--- src/rtl/uart_cmd_dispatch.sv ---
// ASCII command parser: "$<id>[,<arg>...]\r\n" decimal fields onto a valid/ready command port.
// Optional echo of accepted RX bytes to a 2-entry TX FIFO when UART_CMD_ECHO_EN is defined.
module uart_cmd_dispatch #(
    parameter int unsigned FIELD_W  = 8,
    parameter int unsigned NUM_ARGS = 2
) (
    input  logic                            clk,
    input  logic                            arst_n,
    input  logic [7:0]                      rx_data,
    input  logic                            rx_valid,
    output logic                            cmd_valid,
    input  logic                            cmd_ready,
    output logic [FIELD_W-1:0]              cmd_id,
    output logic [NUM_ARGS*FIELD_W-1:0]     cmd_args,
    output logic [$clog2(NUM_ARGS+1)-1:0]   cmd_nargs,
    output logic                            err_valid,
    output logic [2:0]                      err_code,
    output logic [7:0]                      tx_data,
    output logic                            tx_valid,
    input  logic                            tx_ready
);

    localparam int unsigned ACC_W = FIELD_W + 4;
    localparam int unsigned IDX_W = $clog2(NUM_ARGS + 1);

    localparam logic [7:0] CH_DOLLAR = 8'h24;
    localparam logic [7:0] CH_COMMA  = 8'h2C;
    localparam logic [7:0] CH_SP     = 8'h20;
    localparam logic [7:0] CH_CR     = 8'h0D;
    localparam logic [7:0] CH_LF     = 8'h0A;
    localparam logic [7:0] CH_0      = 8'h30;
    localparam logic [7:0] CH_9      = 8'h39;

    localparam logic [2:0] ERR_CHAR  = 3'd1;
    localparam logic [2:0] ERR_OVF   = 3'd2;
    localparam logic [2:0] ERR_NARGS = 3'd3;
    localparam logic [2:0] ERR_NOLF  = 3'd4;
    localparam logic [2:0] ERR_BUSY  = 3'd5;

    typedef enum logic [1:0] {S_IDLE, S_FIELD, S_CR, S_HOLD} state_e;

    state_e                          state_q, state_d;
    logic [ACC_W-1:0]                acc_q, acc_d, acc_dig;
    logic [IDX_W-1:0]                idx_q, idx_d;
    logic [IDX_W-1:0]                nargs_q, nargs_d;
    logic [NUM_ARGS:0][FIELD_W-1:0]  fields_q, fields_d;
    logic                            cmd_valid_q, cmd_valid_d;
    logic                            err_valid_q, err_valid_d;
    logic [2:0]                      err_code_q, err_code_d;
    logic                            is_digit, restart, store;

    // Digits '0'..'9' carry their value in the low nibble; acc*10 = acc*8 + acc*2.
    assign is_digit = (rx_data >= CH_0) && (rx_data <= CH_9);
    assign acc_dig  = (acc_q << 3) + (acc_q << 1) + ACC_W'(rx_data[3:0]);

    always_comb begin
        state_d     = state_q;
        acc_d       = acc_q;
        idx_d       = idx_q;
        nargs_d     = nargs_q;
        fields_d    = fields_q;
        cmd_valid_d = cmd_valid_q;
        err_valid_d = 1'b0;
        err_code_d  = err_code_q;
        restart     = 1'b0;
        store       = 1'b0;

        case (state_q)
            S_IDLE: begin
                if (rx_valid && rx_data == CH_DOLLAR) restart = 1'b1;
            end
            S_FIELD: begin
                if (rx_valid) begin
                    if (rx_data == CH_DOLLAR) begin
                        restart = 1'b1;
                    end else if (is_digit) begin
                        if (acc_dig[ACC_W-1:FIELD_W] != '0) begin
                            err_valid_d = 1'b1;
                            err_code_d  = ERR_OVF;
                            state_d     = S_IDLE;
                        end else begin
                            acc_d = acc_dig;
                        end
                    end else if (rx_data == CH_COMMA) begin
                        if (idx_q == IDX_W'(NUM_ARGS)) begin
                            err_valid_d = 1'b1;
                            err_code_d  = ERR_NARGS;
                            state_d     = S_IDLE;
                        end else begin
                            store = 1'b1;
                            idx_d = idx_q + IDX_W'(1);
                            acc_d = '0;
                        end
                    end else if (rx_data == CH_CR) begin
                        store   = 1'b1;
                        nargs_d = idx_q;
                        state_d = S_CR;
                    end else if (rx_data != CH_SP) begin
                        err_valid_d = 1'b1;
                        err_code_d  = ERR_CHAR;
                        state_d     = S_IDLE;
                    end
                end
            end
            S_CR: begin
                if (rx_valid) begin
                    if (rx_data == CH_LF) begin
                        state_d     = S_HOLD;
                        cmd_valid_d = 1'b1;
                    end else if (rx_data == CH_DOLLAR) begin
                        restart = 1'b1;
                    end else begin
                        err_valid_d = 1'b1;
                        err_code_d  = ERR_NOLF;
                        state_d     = S_IDLE;
                    end
                end
            end
            S_HOLD: begin
                // Bytes arriving while a command is held are lost, even on the handshake cycle.
                if (rx_valid) begin
                    err_valid_d = 1'b1;
                    err_code_d  = ERR_BUSY;
                end
                if (cmd_ready) begin
                    state_d     = S_IDLE;
                    cmd_valid_d = 1'b0;
                end
            end
            default: state_d = S_IDLE;
        endcase

        if (restart) begin
            state_d  = S_FIELD;
            acc_d    = '0;
            idx_d    = '0;
            nargs_d  = '0;
            fields_d = '0;
        end

        for (int unsigned k = 0; k <= NUM_ARGS; k++) begin
            if (store && idx_q == IDX_W'(k)) fields_d[k] = acc_q[FIELD_W-1:0];
        end
    end

    always_ff @(posedge clk or negedge arst_n) begin
        if (!arst_n) begin
            state_q     <= S_IDLE;
            acc_q       <= '0;
            idx_q       <= '0;
            nargs_q     <= '0;
            fields_q    <= '0;
            cmd_valid_q <= 1'b0;
            err_valid_q <= 1'b0;
            err_code_q  <= '0;
        end else begin
            state_q     <= state_d;
            acc_q       <= acc_d;
            idx_q       <= idx_d;
            nargs_q     <= nargs_d;
            fields_q    <= fields_d;
            cmd_valid_q <= cmd_valid_d;
            err_valid_q <= err_valid_d;
            err_code_q  <= err_code_d;
        end
    end

    assign cmd_valid = cmd_valid_q;
    assign cmd_id    = fields_q[0];
    assign cmd_args  = fields_q[NUM_ARGS:1];
    assign cmd_nargs = nargs_q;
    assign err_valid = err_valid_q;
    assign err_code  = err_code_q;

`ifdef UART_CMD_ECHO_EN
    // Two-entry shift FIFO: e0 is always the head so tx_data comes straight from a register.
    logic [1:0] ecnt_q, ecnt_d;
    logic [7:0] e0_q, e0_d, e1_q, e1_d;
    logic       tx_valid_q, tx_valid_d;
    logic       e_pop, e_push;

    always_comb begin
        e_pop  = (ecnt_q != 2'd0) && tx_ready;
        e_push = rx_valid && (state_q != S_HOLD) && (ecnt_q != 2'd2);
        ecnt_d = ecnt_q;
        e0_d   = e0_q;
        e1_d   = e1_q;
        if (e_pop) begin
            e0_d   = e1_q;
            ecnt_d = ecnt_q - 2'd1;
        end
        if (e_push) begin
            if (ecnt_d == 2'd0) e0_d = rx_data;
            else                e1_d = rx_data;
            ecnt_d = ecnt_d + 2'd1;
        end
        tx_valid_d = (ecnt_d != 2'd0);
    end

    always_ff @(posedge clk or negedge arst_n) begin
        if (!arst_n) begin
            ecnt_q     <= '0;
            e0_q       <= '0;
            e1_q       <= '0;
            tx_valid_q <= 1'b0;
        end else begin
            ecnt_q     <= ecnt_d;
            e0_q       <= e0_d;
            e1_q       <= e1_d;
            tx_valid_q <= tx_valid_d;
        end
    end

    assign tx_data  = e0_q;
    assign tx_valid = tx_valid_q;
`else
    logic unused_tx_ready;
    assign unused_tx_ready = tx_ready;
    assign tx_data         = '0;
    assign tx_valid        = 1'b0;
`endif

endmodule

--- config.mk ---
export PLATFORM = sky130hd
export DESIGN_NAME = uart_cmd_dispatch
export DESIGN_NICKNAME = d
export VERILOG_FILES = /design/src/rtl/uart_cmd_dispatch.sv
export SDC_FILE = /design/constraint.sdc
export NUM_CORES = 1
export LEC_CHECK = 0
export CAP_MARGIN = 20
export CORE_AREA = 5 5 83 85
export DETAILED_ROUTE_END_ITERATION = 8
export DIE_AREA = 0 0 88 90
export PLACE_DENSITY = 0.86
export SLEW_MARGIN = 20
export SYNTH_ARGS = -nofsm -noshare
export SYNTH_HDL_FRONTEND = slang
export SYNTH_SLANG_ARGS = --single-unit
--- constraint.sdc ---
create_clock -name clk -period 4.4 [get_ports clk]
set_input_delay 1.1 -clock clk [delete_from_list [all_inputs] [get_ports clk]]
set_output_delay 1.1 -clock clk [all_outputs]
set_load 0.01 [all_outputs]
# [After elaboration in Yosys (flattened, before gate mapping)]
# Index checks and enable logic that the tools add are counted.
[word_totals] output_inout_bits=40 inputBits=13 regBits=46 elab_cells=159
[classes] n_addsub=3 reduce_logical=25 muxes=83 order_cmp=2 n_eq_ne=36
[ops] cell="2-to-1 mux 11 bit" n=8
[ops] cell="2-to-1 mux 2 bit" n=27
[ops] cell="2-to-1 mux 3 bit" n=12
[ops] cell="2-to-1 mux 1 bit" n=27
[ops] cell="2-to-1 mux 24 bit" n=1
[ops] cell="2-to-1 mux 8 bit" n=3
[ops] cell="inequality test 2 bit, second input constant" n=11
[ops] cell="inequality test 3 bit, second input constant" n=7
[ops] cell="inequality test 4 bit, second input constant" n=5
[ops] cell="AND reduction 6 bit" n=3
[ops] cell="== test 8 x 4 -> 1 bit, second input constant" n=2
[ops] cell="== test 8 x 6 -> 1 bit, second input constant" n=2
[ops] cell="nonzero test 2 bit" n=8
[ops] cell="adder 12 bit" n=1
[ops] cell="adder 12 x 4 -> 12 bit" n=1
[ops] cell="AND reduction 11 bit" n=1
[ops] cell="case mux 3 bit (3 select lines)" n=1
[ops] cell="AND reduction 9 bit" n=1
[ops] cell="greater-or-equal comparator 8 x 6 -> 1 bit, second input constant" n=1
[ops] cell="less-or-equal comparator 8 x 6 -> 1 bit, second input constant" n=1
[ops] cell="inequality test 8 x 6 -> 1 bit, second input constant" n=1
[ops] cell="nonzero test 4 bit" n=2
[ops] cell="== test 2 bit, second input constant" n=3
[ops] cell="inequality test 6 bit, second input constant" n=1
[ops] cell="11 further kinds" n=19

# [Depth between registers and ports, before layout]
# Gate-level depths: netlist (run 1).
[depth] word_depth=9 depth_mapped=12

# [Least setup slack after synthesis (run 1)]
# No wires, ideal clock.
[synth_timing] kind="input to register" start="in rx_data[3]" end="reg acc_q[4]" arrival_time_ns=3.870 cell_stages=11 path_slack_ns=0.405 n_path_buf=1 setup_ns=0.125 t_required_ns=4.275 path_cell_list="inv_1 -> fa_1 -> fa_1 -> nand2b_1 -> a21o_1 -> a211oi_1 -> o2111ai_2 -> or3_4 -> a21oi_4 -> buf_8 -> mux2_4"
[synth_via] elab_chain_len=7 elab_cells_between_ends=28 classes_between="add/sub: 1; order compare: 2; eq/ne: 6; mux: 12; reduce/logical: 7"
[synth_rtl] item="start: declaration" line_no="9" rtl="input logic [7:0] rx_data,"
[synth_rtl] item="adder 12 x 4 -> 12 bit, or another cell as far along" line_no="54" rtl="assign acc_dig = (acc_q << 3) + (acc_q << 1) + ACC_W'(rx_data[3:0]);"
[synth_rtl] item="2-to-1 mux 11 bit, or another cell as far along" line_no="77" rtl="if (acc_dig[ACC_W-1:FIELD_W] != '0) begin"
[synth_rtl] item="2-to-1 mux 11 bit / 2-to-1 mux 1 bit (equally long branches)" line_no="76, 107"
[synth_rtl] item="2-to-1 mux 11 bit / 2-to-1 mux 1 bit (equally long branches)" line_no="74, 106"
[synth_rtl] item="2-to-1 mux 11 bit / case mux 1 bit (3 select lines) (equally long branches)" line_no="73, 68"
[synth_rtl] item="2-to-1 mux 11 bit, or another cell as far along" line_no="68" rtl="case (state_q)"
[synth_rtl] item="2-to-1 mux 11 bit / AND reduction 6 bit (equally long branches)"
[synth_rtl] item="end signal: assignment" line_no="149" rtl="acc_q <= '0;"
[synth_rtl] item="end signal: assignment" line_no="158" rtl="acc_q <= acc_d;"
[synth_rtl] item="end: declaration" line_no="43" rtl="logic [ACC_W-1:0] acc_q, acc_d, acc_dig;"
# Several ways; a longest one is shown, not always the timed one. The select of a mux whose other input is x is not followed.
# A chain may end at the register's enable or synchronous reset.

# [Worst setup path in the final report (run 1)]
[layout_timing] start="in rx_data[3]" end="reg acc_q[6]"
# Same word-level chain as after synthesis.

==> results.txt, run 1 <==
The flow ran to the end, and the final reports show no timing, DRC or antenna violations. Cell internal power was estimated by the tool at about 0.62 mW. For this design the total switching power over the nets is ~0.19 mW.

The synthesized area per cell came out at 9.112 um^2. The routability-driven placement congestion ratio came out at 0.8923. The fraction of layout cells with a size suffix above 1 came out at roughly an eighth. The via count of the first global-routing pass came out at 2,624. The count of mapped cells out of synthesis came out at 340.

The number of antenna diodes in the final layout is 0. The worst setup path is launched from a primary input. The height of the chip came out at approximately 90 um. The cell repeated most along the worst path is sky130_fd_sc_hd__fa_1. Timing would allow up to 0.2319 GHz.

The count of endpoints failing setup in the final report is 0. The number of filler cells placed in the layout is 530. The die covers between 7000 and 8000 um^2.

The number of distinct library cells after synthesis came out at 61. The number of enable flip-flop cells after synthesis came out at 0. Max-cap violations in this run came to 0. The total number of vias is approximately 2,600. Dividing the detail-routed wire length by the instance count gives 15.89 um. The root cell of the clock tree is sky130_fd_sc_hd__clkbuf_8. The share of the yosys chip area belonging to registers came out at between 30% and 40%. The share of synthesized area in the top cell type comes to between 30 and 40%. Clock skew on the completed layout was measured at between 0.009 and 0.01 ns.

The clock sink total came out at 46. The remaining number of nets flagged by the antenna check after routing is 0. The final hold violation count was 0. After detailed routing, the number of remaining DRC violations is 0.

After floorplanning, the core was sized to cover a little over 6000 um^2. The buffer levels on the longest clock path came out at 2. The first global-routing pass estimated roughly 12 mm of wire. The number of core rows came out at 29. The most used flip-flop cell after synthesis is sky130_fd_sc_hd__dfrtp_1. The sum of internal, switching and leakage power came out at between 0.8 and 0.9 mW. The transition time at the pin with the least slew margin came out at between 0.5 and 0.6 ns. The largest fanout on the critical path is 4.

The fraction of registers with async set or reset after synthesis is 100.0%. The cell type with the highest aggregate area in the netlist is sky130_fd_sc_hd__dfrtp_1. Once the floorplan was initialized, standard cells occupied just over 50% of the core. By instance count, the leading cell after synthesis is sky130_fd_sc_hd__nand2_1. The worst hold path belongs to the class flop to flop. For this run, the number of Yosys warnings is 0. The post-synthesis instance area is roughly 3100 um^2. The clock edge transition at the registers on the reported setup and hold paths came out at 0.10 ns.

Counting flops and latches in the post-synthesis netlist gives 46. The number of iterations in the first detailed-routing pass came out at 5. The accumulated negative setup slack came out at 0 ns. The max-slew violation count is 0. between 50 and 60 I/O pins were placed. After synthesis, the cell types taking the most area are sky130_fd_sc_hd__dfrtp_1 (37%), sky130_fd_sc_hd__ha_1 (11%), sky130_fd_sc_hd__nand2_1 (7.9%), sky130_fd_sc_hd__o21ai_0 (5.7%), sky130_fd_sc_hd__inv_1 (2.3%).

Global routing finished with a remaining overflow of 0. The total of buffers placed on input and output ports is 42. Net switching is a little under a quarter of the power. The initial detailed-routing violation count came out at 270. The HPWL reported at the end of detailed placement is between 5 and 6 mm. Traced cell by cell, the critical path runs through clkdlybuf4s50_1, inv_1, fa_1, fa_1, nand2b_4, a21o_1, a211oi_1, o2111ai_2, or3_4, a21oi_4, buf_4, mux2_4.

Entering global routing, the biggest net connects 47 pins. The post-detailed-routing wire length is roughly 7.4 mm. The required time at the endpoint of the critical path came out at 4.60 ns.

The worst IR drop on VDD is roughly 140 uV. In this run the tightest slew margin relative to its limit is slightly above 60%. The number of buffers inserted during clock tree synthesis came out at 5. The final layout net count is between 400 and 500. The share of total power dissipated in combinational logic is between 7 and 8%. The number of antenna violations at the first check in global routing came out at 0. The cell at the slowest stage of the critical path is sky130_fd_sc_hd__fa_1.

The global router's overall resource usage is approximately a fifth. The clock tree synthesis step divided the H-tree into 2 levels. The critical path in this run is classified as primary input to flop.

Dividing the detail-routed via count by the number of cells gives between 5 and 6. STA classifies the critical path endpoint as a flop. The leakage power figure came out at roughly 1.7 nW.

At the later pin of the worst-skew pair, clock insertion delay measures roughly 0.32 ns. The TritonCTS clock tree is done. Counting instances in the post-synthesis netlist gives the leading cell types as sky130_fd_sc_hd__nand2_1 (65), sky130_fd_sc_hd__dfrtp_1 (46), sky130_fd_sc_hd__o21ai_0 (35), sky130_fd_sc_hd__ha_1 (26), sky130_fd_sc_hd__inv_1 (19). From left edge to right edge, the die measures about 88 um. On the worst path, the slowest cell contributes a delay of ~0.49 ns.

The proportion of power drawn by the clock network came out at 40.5%. Data arrives at the worst endpoint at ~4.5 ns. In this run, post-CTS hold repair placed 0 buffers. The synthesis-to-finish area growth is 21.89%.

The portion of total power attributed to sequential cells is 52.4%. The final period utilization is a little over nine tenths. The power per cell area came out at between 200 and 250 nW/um^2. The final critical delay including setup and external delays came out at between 4 and 5 ns.
## worst max-delay path: cells and delay by family
kind                     cells  cell delay (ns)
adder cells (fa/ha/maj)      2             0.96
AO/OA/AOI/OAI                4             0.80
buffers and inverters        3             0.74
AND/OR/NAND/NOR              2             0.62
multiplexers                 1             0.30
## logic make-up (layout without fill, tap and decap cells)
group | count (synthesis) | count (layout) | share of synthesized area, %
AO/OA/AOI/OAI | 75 | 75 | 16.36
XOR/XNOR | 5 | 5 | 1.414
adder cells (fa/ha/maj) | 28 | 28 | 11.79
buffers and inverters | 41 | 84 | 6.543
flip-flops | 46 | 46 | 37.16
multiplexers | 14 | 14 | 5.412
other | 1 | 9 | 0.1210
AND/OR/NAND/NOR | 130 | 130 | 21.20
## power by group through the flow
stage | logic, mW | clock network [mW] | registers [mW]
after floorplan | 0.0285 | 0 | 0.432
final | 0.0575 | 0.328 | 0.423
after global routing | 0.0637 | 0.354 | 0.423
after global placement | 0.0513 | 0 | 0.432
after detailed placement | 0.0532 | 0 | 0.432
after CTS | 0.0547 | 0.332 | 0.423
## per-stage QoR
stage	setup slack [ns]	cells	area (um^2)	hold WS, ns	util, %
CTS	0.02638	465	3719	0.5011	60.64
global route	-0.01611	468	3776	0.5283	61.58
floorplan	0.4047	348	3128	0.4683	-
finish	0.08861	468	3776	0.4949	61.58
global placement	-0.2411	457	3598	0.4739	58.68
detailed placement	-0.3450	457	3598	0.4751	58.68
## cell usage in the layout (no fill, tap or decap), types with 2 or more instances in the layout
cell,n
sky130_fd_sc_hd__a22o_1,3
sky130_fd_sc_hd__nor3_1,5
sky130_fd_sc_hd__clkbuf_8,5
sky130_fd_sc_hd__a21o_1,3
sky130_fd_sc_hd__mux2_2,3
sky130_fd_sc_hd__and4_1,2
sky130_fd_sc_hd__a21oi_1,6
sky130_fd_sc_hd__xnor2_1,3
sky130_fd_sc_hd__nand4_1,3
sky130_fd_sc_hd__buf_4,16
sky130_fd_sc_hd__ha_1,25
sky130_fd_sc_hd__or2_2,2
sky130_fd_sc_hd__mux2i_1,4
sky130_fd_sc_hd__o21ai_1,3
sky130_fd_sc_hd__conb_1,9
sky130_fd_sc_hd__mux2_4,4
sky130_fd_sc_hd__nand2_1,65
sky130_fd_sc_hd__nand2b_1,4
sky130_fd_sc_hd__fa_1,2
sky130_fd_sc_hd__nand3b_1,4
sky130_fd_sc_hd__o21a_1,2
sky130_fd_sc_hd__and2_1,2
sky130_fd_sc_hd__o221ai_1,2
sky130_fd_sc_hd__o2111ai_1,2
sky130_fd_sc_hd__dfrtp_1,46
sky130_fd_sc_hd__clkdlybuf4s50_1,41
sky130_fd_sc_hd__o21ai_0,35
sky130_fd_sc_hd__and3_1,2
sky130_fd_sc_hd__inv_1,19
sky130_fd_sc_hd__nor2_1,18
sky130_fd_sc_hd__mux2_1,3
sky130_fd_sc_hd__a211oi_1,5
sky130_fd_sc_hd__nor2b_1,4
sky130_fd_sc_hd__or3b_1,2
sky130_fd_sc_hd__nand3_1,5
## final timing paths
path,startpoint,endpoint,slack (ns),cells past startpoint
min in group asynchronous,arst_n,cmd_id[5],0.77,1
min,err_code[1],err_code[1],0.49,1
max reg2reg,acc_q[2],acc_q[6],0.77,11
min reg2reg,err_code[1],err_code[1],0.49,1
max,rx_data[3],acc_q[6],0.09,12
max in group asynchronous,arst_n,cmd_nargs[1],3.23,1
## repair_timing
item / in CTS / in global routing
pin swaps: 2 / 3
hold endpoints to repair: 0 / 0
setup buffers: 0 / 3
gates resized for setup: 1 / 4
endpoints found under the setup margin: 4 / 14
## flip-flops by register name, summed over array words and instances, names as in the netlist
name,flops
acc_q,11
cmd_args,16
cmd_id,8
cmd_nargs,2
cmd_valid,1
err_code,3
err_valid,1
idx_q,2
state_q,2
## final cells by class
cell class	count	area, um^2	area share (%)
multi-input cells	261	1814	48.05
well taps	77	96.34	2.551
flip-flops and latches	46	1151	30.48
clock inverters	3	43.79	1.160
repair buffers	57	530.5	14.05
inverters	19	71.32	1.889
clock buffers	5	68.82	1.822
## routing by layer
layer	share of wire, %	GRT usage [%]	vias to the layer above
met5	0	0	-
met4	2.0	6.394	0
met3	6.5	3.839	17
met2	50	33.10	106
met1	41	24.36	1245
li1	-	-	1269
Power figures use the tool's default switching activity.
==> run 2: changes to the inputs <==
Clock period 4.4 ns to 4 ns, I/O delays scaled along.
==> run 2 against run 1 <==
Core utilization is 0.35 points higher. Global-route usage up 0.068 points. Critical path type unchanged. Setup slack improved by 0.038 ns.
==> results.txt, run 2 (synthesized netlist as in run 1, its figures left out) <==
The flow ran to the end, and the final reports show no timing, DRC or antenna violations. The number of hold buffers added after CTS is 0. The area growth from synthesis to layout is 22.58%. The transition time at the pin with the least slew margin came out at between 0.5 and 0.6 ns. TritonCTS built the clock tree.

The final period utilization came out at 96.83%. After floorplanning, the core was divided into 29 placement rows. The number of cells in the design after placement came out at 460. The post-layout worst setup margin is roughly 0.13 ns. The detailed router finished its first iteration with ~170 violations. The wire length of the first global-routing pass is 12.40 mm.

After detailed routing, the average wire length per cell comes to roughly 16 um. STA classifies the critical path startpoint as a primary input. The sum of internal, switching and leakage power is ~0.83 mW. Clock tree synthesis inserted a total of 5 buffers. The post-detailed-routing wire length is between 7 and 8 mm. Fill cells in the final layout number around 510. The capturing element type of the critical path is a flop. The placed cell area is roughly 3600 um^2. The final global-route overflow total is 0. The critical path is of the primary input to flop type. The leakage power figure came out at approximately 1.7 nW.

The final layout net count is approximately 430. Summing all multi-input logic gate instances after layout gives 1838 um^2. The min-delay analysis places its worst path in the category flop to flop. The max-slew violation count came out at 0. The number of iterations in the first detailed-routing pass came out at 4. The remaining number of nets flagged by the antenna check after routing is 0. The number of antenna cells inserted is 0. The clock sink total is 46.

The flip-flop and latch area came out at 1151 um^2. In the final timing run, aggregate negative setup slack is 0 ns. The initial utilization of the core area, before any placement, comes to between 50 and 60%. In this run the number of H-tree levels came out at 2.

The largest fanout on the critical path is 6. In the layout the commonest cells are sky130_fd_sc_hd__nand2_1 (65), sky130_fd_sc_hd__dfrtp_1 (46), sky130_fd_sc_hd__clkdlybuf4s50_1 (40), sky130_fd_sc_hd__o21ai_0 (35), sky130_fd_sc_hd__ha_1 (25). Derived from the worst setup path, the maximum achievable clock frequency is roughly 0.26 GHz. Hold is met by a little under 0.5 ns.

The power per cell area is 218.9 nW/um^2. The share of the core filled with cells came out at approximately 62%. The worst IR drop on VDD is between 150 and 200 uV.

After routing the design area is 3797 um^2. Clock-pin slew was measured on the worst setup and hold paths at approximately 0.09 ns. Setup repair after global routing could not meet its margin everywhere. The height of the chip is about 90 um. Entering global routing, the biggest net connects 47 pins. The final critical delay including setup and external delays is 3.873 ns. The buffer levels on the longest clock path came out at 2. The count of endpoints failing setup in the final report came out at 0. Leaving out fill and tap cells, the most frequent cell in the layout is sky130_fd_sc_hd__nand2_1. The total number of vias is approximately 2,600. At the placement stage, the worst setup path has a slack of -0.5770 ns.

The via count of the first global-routing pass is ~2,600. The register with the most flip-flops in the layout has 16 of them. The routability-driven placement congestion ratio is a little over 0.9.

The total of buffers placed on input and output ports is between 40 and 50. The fraction of layout cells with a size suffix above 1 is 14.50%. The number of non-filler instances in the completed layout is 470. CTS placed an instance of sky130_fd_sc_hd__clkbuf_8 at the clock tree root. At the worst endpoint, the required time is between 4 and 5 ns. The worst endpoint data arrival time came out at roughly 4.1 ns.

The count of max-cap constraint violations came out at 0. 53 I/O pins were placed. The max-slew headroom at the worst pin is around 62%. The global router's overall resource usage came out at between 15 and 20%. For the worst-skew pair, the clock arrives at the later sink with an insertion delay of slightly above 0.3 ns.

Between clock sinks in the finished design, the worst skew comes to between 0.01 and 0.015 ns. The width of the die is ~88 um. After detailed routing, the number of remaining DRC violations is 0. The number of antenna violations at the first check in global routing came out at 0.

The routed via count divided by cell count is between 5 and 6. The HPWL reported at the end of detailed placement is roughly 5.4 mm. The core footprint is between 6000 and 7000 um^2.

The final hold violation count is 0. The die covers ~7900 um^2.
## run 2: cell types whose count changed in the layout (fill, tap and decap cells not counted), moves of 2 or more
cell / delta
sky130_fd_sc_hd__fa_1: -2
sky130_fd_sc_hd__inv_2: +2
sky130_fd_sc_hd__inv_1: -2
sky130_fd_sc_hd__clkinvlp_4: +2
sky130_fd_sc_hd__fa_2: +2
## run 2: layer usage
layer  wire [um]  global-route usage (%)  up-vias  part of all wire, %
met3         334                   3.565       13                  4.6
met4         138                   5.754        0                  1.9
met1        3154                   25.15     1235                   43
li1            -                       -     1273                    -
met5           0                       0        -                    0
met2        3667                   32.98       74                   50
## run 2: critical path, stage by stage
cell	delay, ns
sky130_fd_sc_hd__clkdlybuf4s50_1	0.45
sky130_fd_sc_hd__ha_1	0.31
sky130_fd_sc_hd__ha_1	0.17
sky130_fd_sc_hd__inv_1	0.06
sky130_fd_sc_hd__fa_2	0.34
sky130_fd_sc_hd__nand2b_4	0.17
sky130_fd_sc_hd__a21o_1	0.18
sky130_fd_sc_hd__a211oi_2	0.22
sky130_fd_sc_hd__o2111ai_2	0.16
sky130_fd_sc_hd__or3_4	0.38
sky130_fd_sc_hd__a21oi_4	0.29
sky130_fd_sc_hd__mux2_4	0.33
## run 2: timing repair
action                     4_1_cts  5_1_grt
buffers inserted                 1        1
pin swaps                       11        3
setup endpoints to repair       14       11
cloned                           0        0
gates resized for setup         15        1
## run 2: final cells by class
cell class / instances / area share, %
clock buffer: 5 / 1.812
clock inverter: 3 / 0.6260
inverter: 19 / 1.878
multi-input combinational: 261 / 48.40
sequential: 46 / 30.31
tap: 77 / 2.537
timing repair buffer: 59 / 14.43
## run 2: report_power, final
group	internal (mW)	total [mW]	switching, mW
clock network	0.125	0.302	0.177
registers	0.465	0.466	0.000588
logic	0.0271	0.0639	0.0368
total	0.617	0.831	0.214
## run 2: final timing paths
check	startpoint	endpoint	slack [ns]	cells past startpoint
setup / recovery	rx_data[2]	acc_q[6]	0.13	12
hold / removal	err_code[2]	err_code[2]	0.50	1
setup reg to reg	acc_q[2]	acc_q[6]	0.52	11
hold reg to reg	err_code[2]	err_code[2]	0.50	1
max in group asynchronous	arst_n	err_valid	2.93	1
min in group asynchronous	arst_n	cmd_args[6]	0.67	1
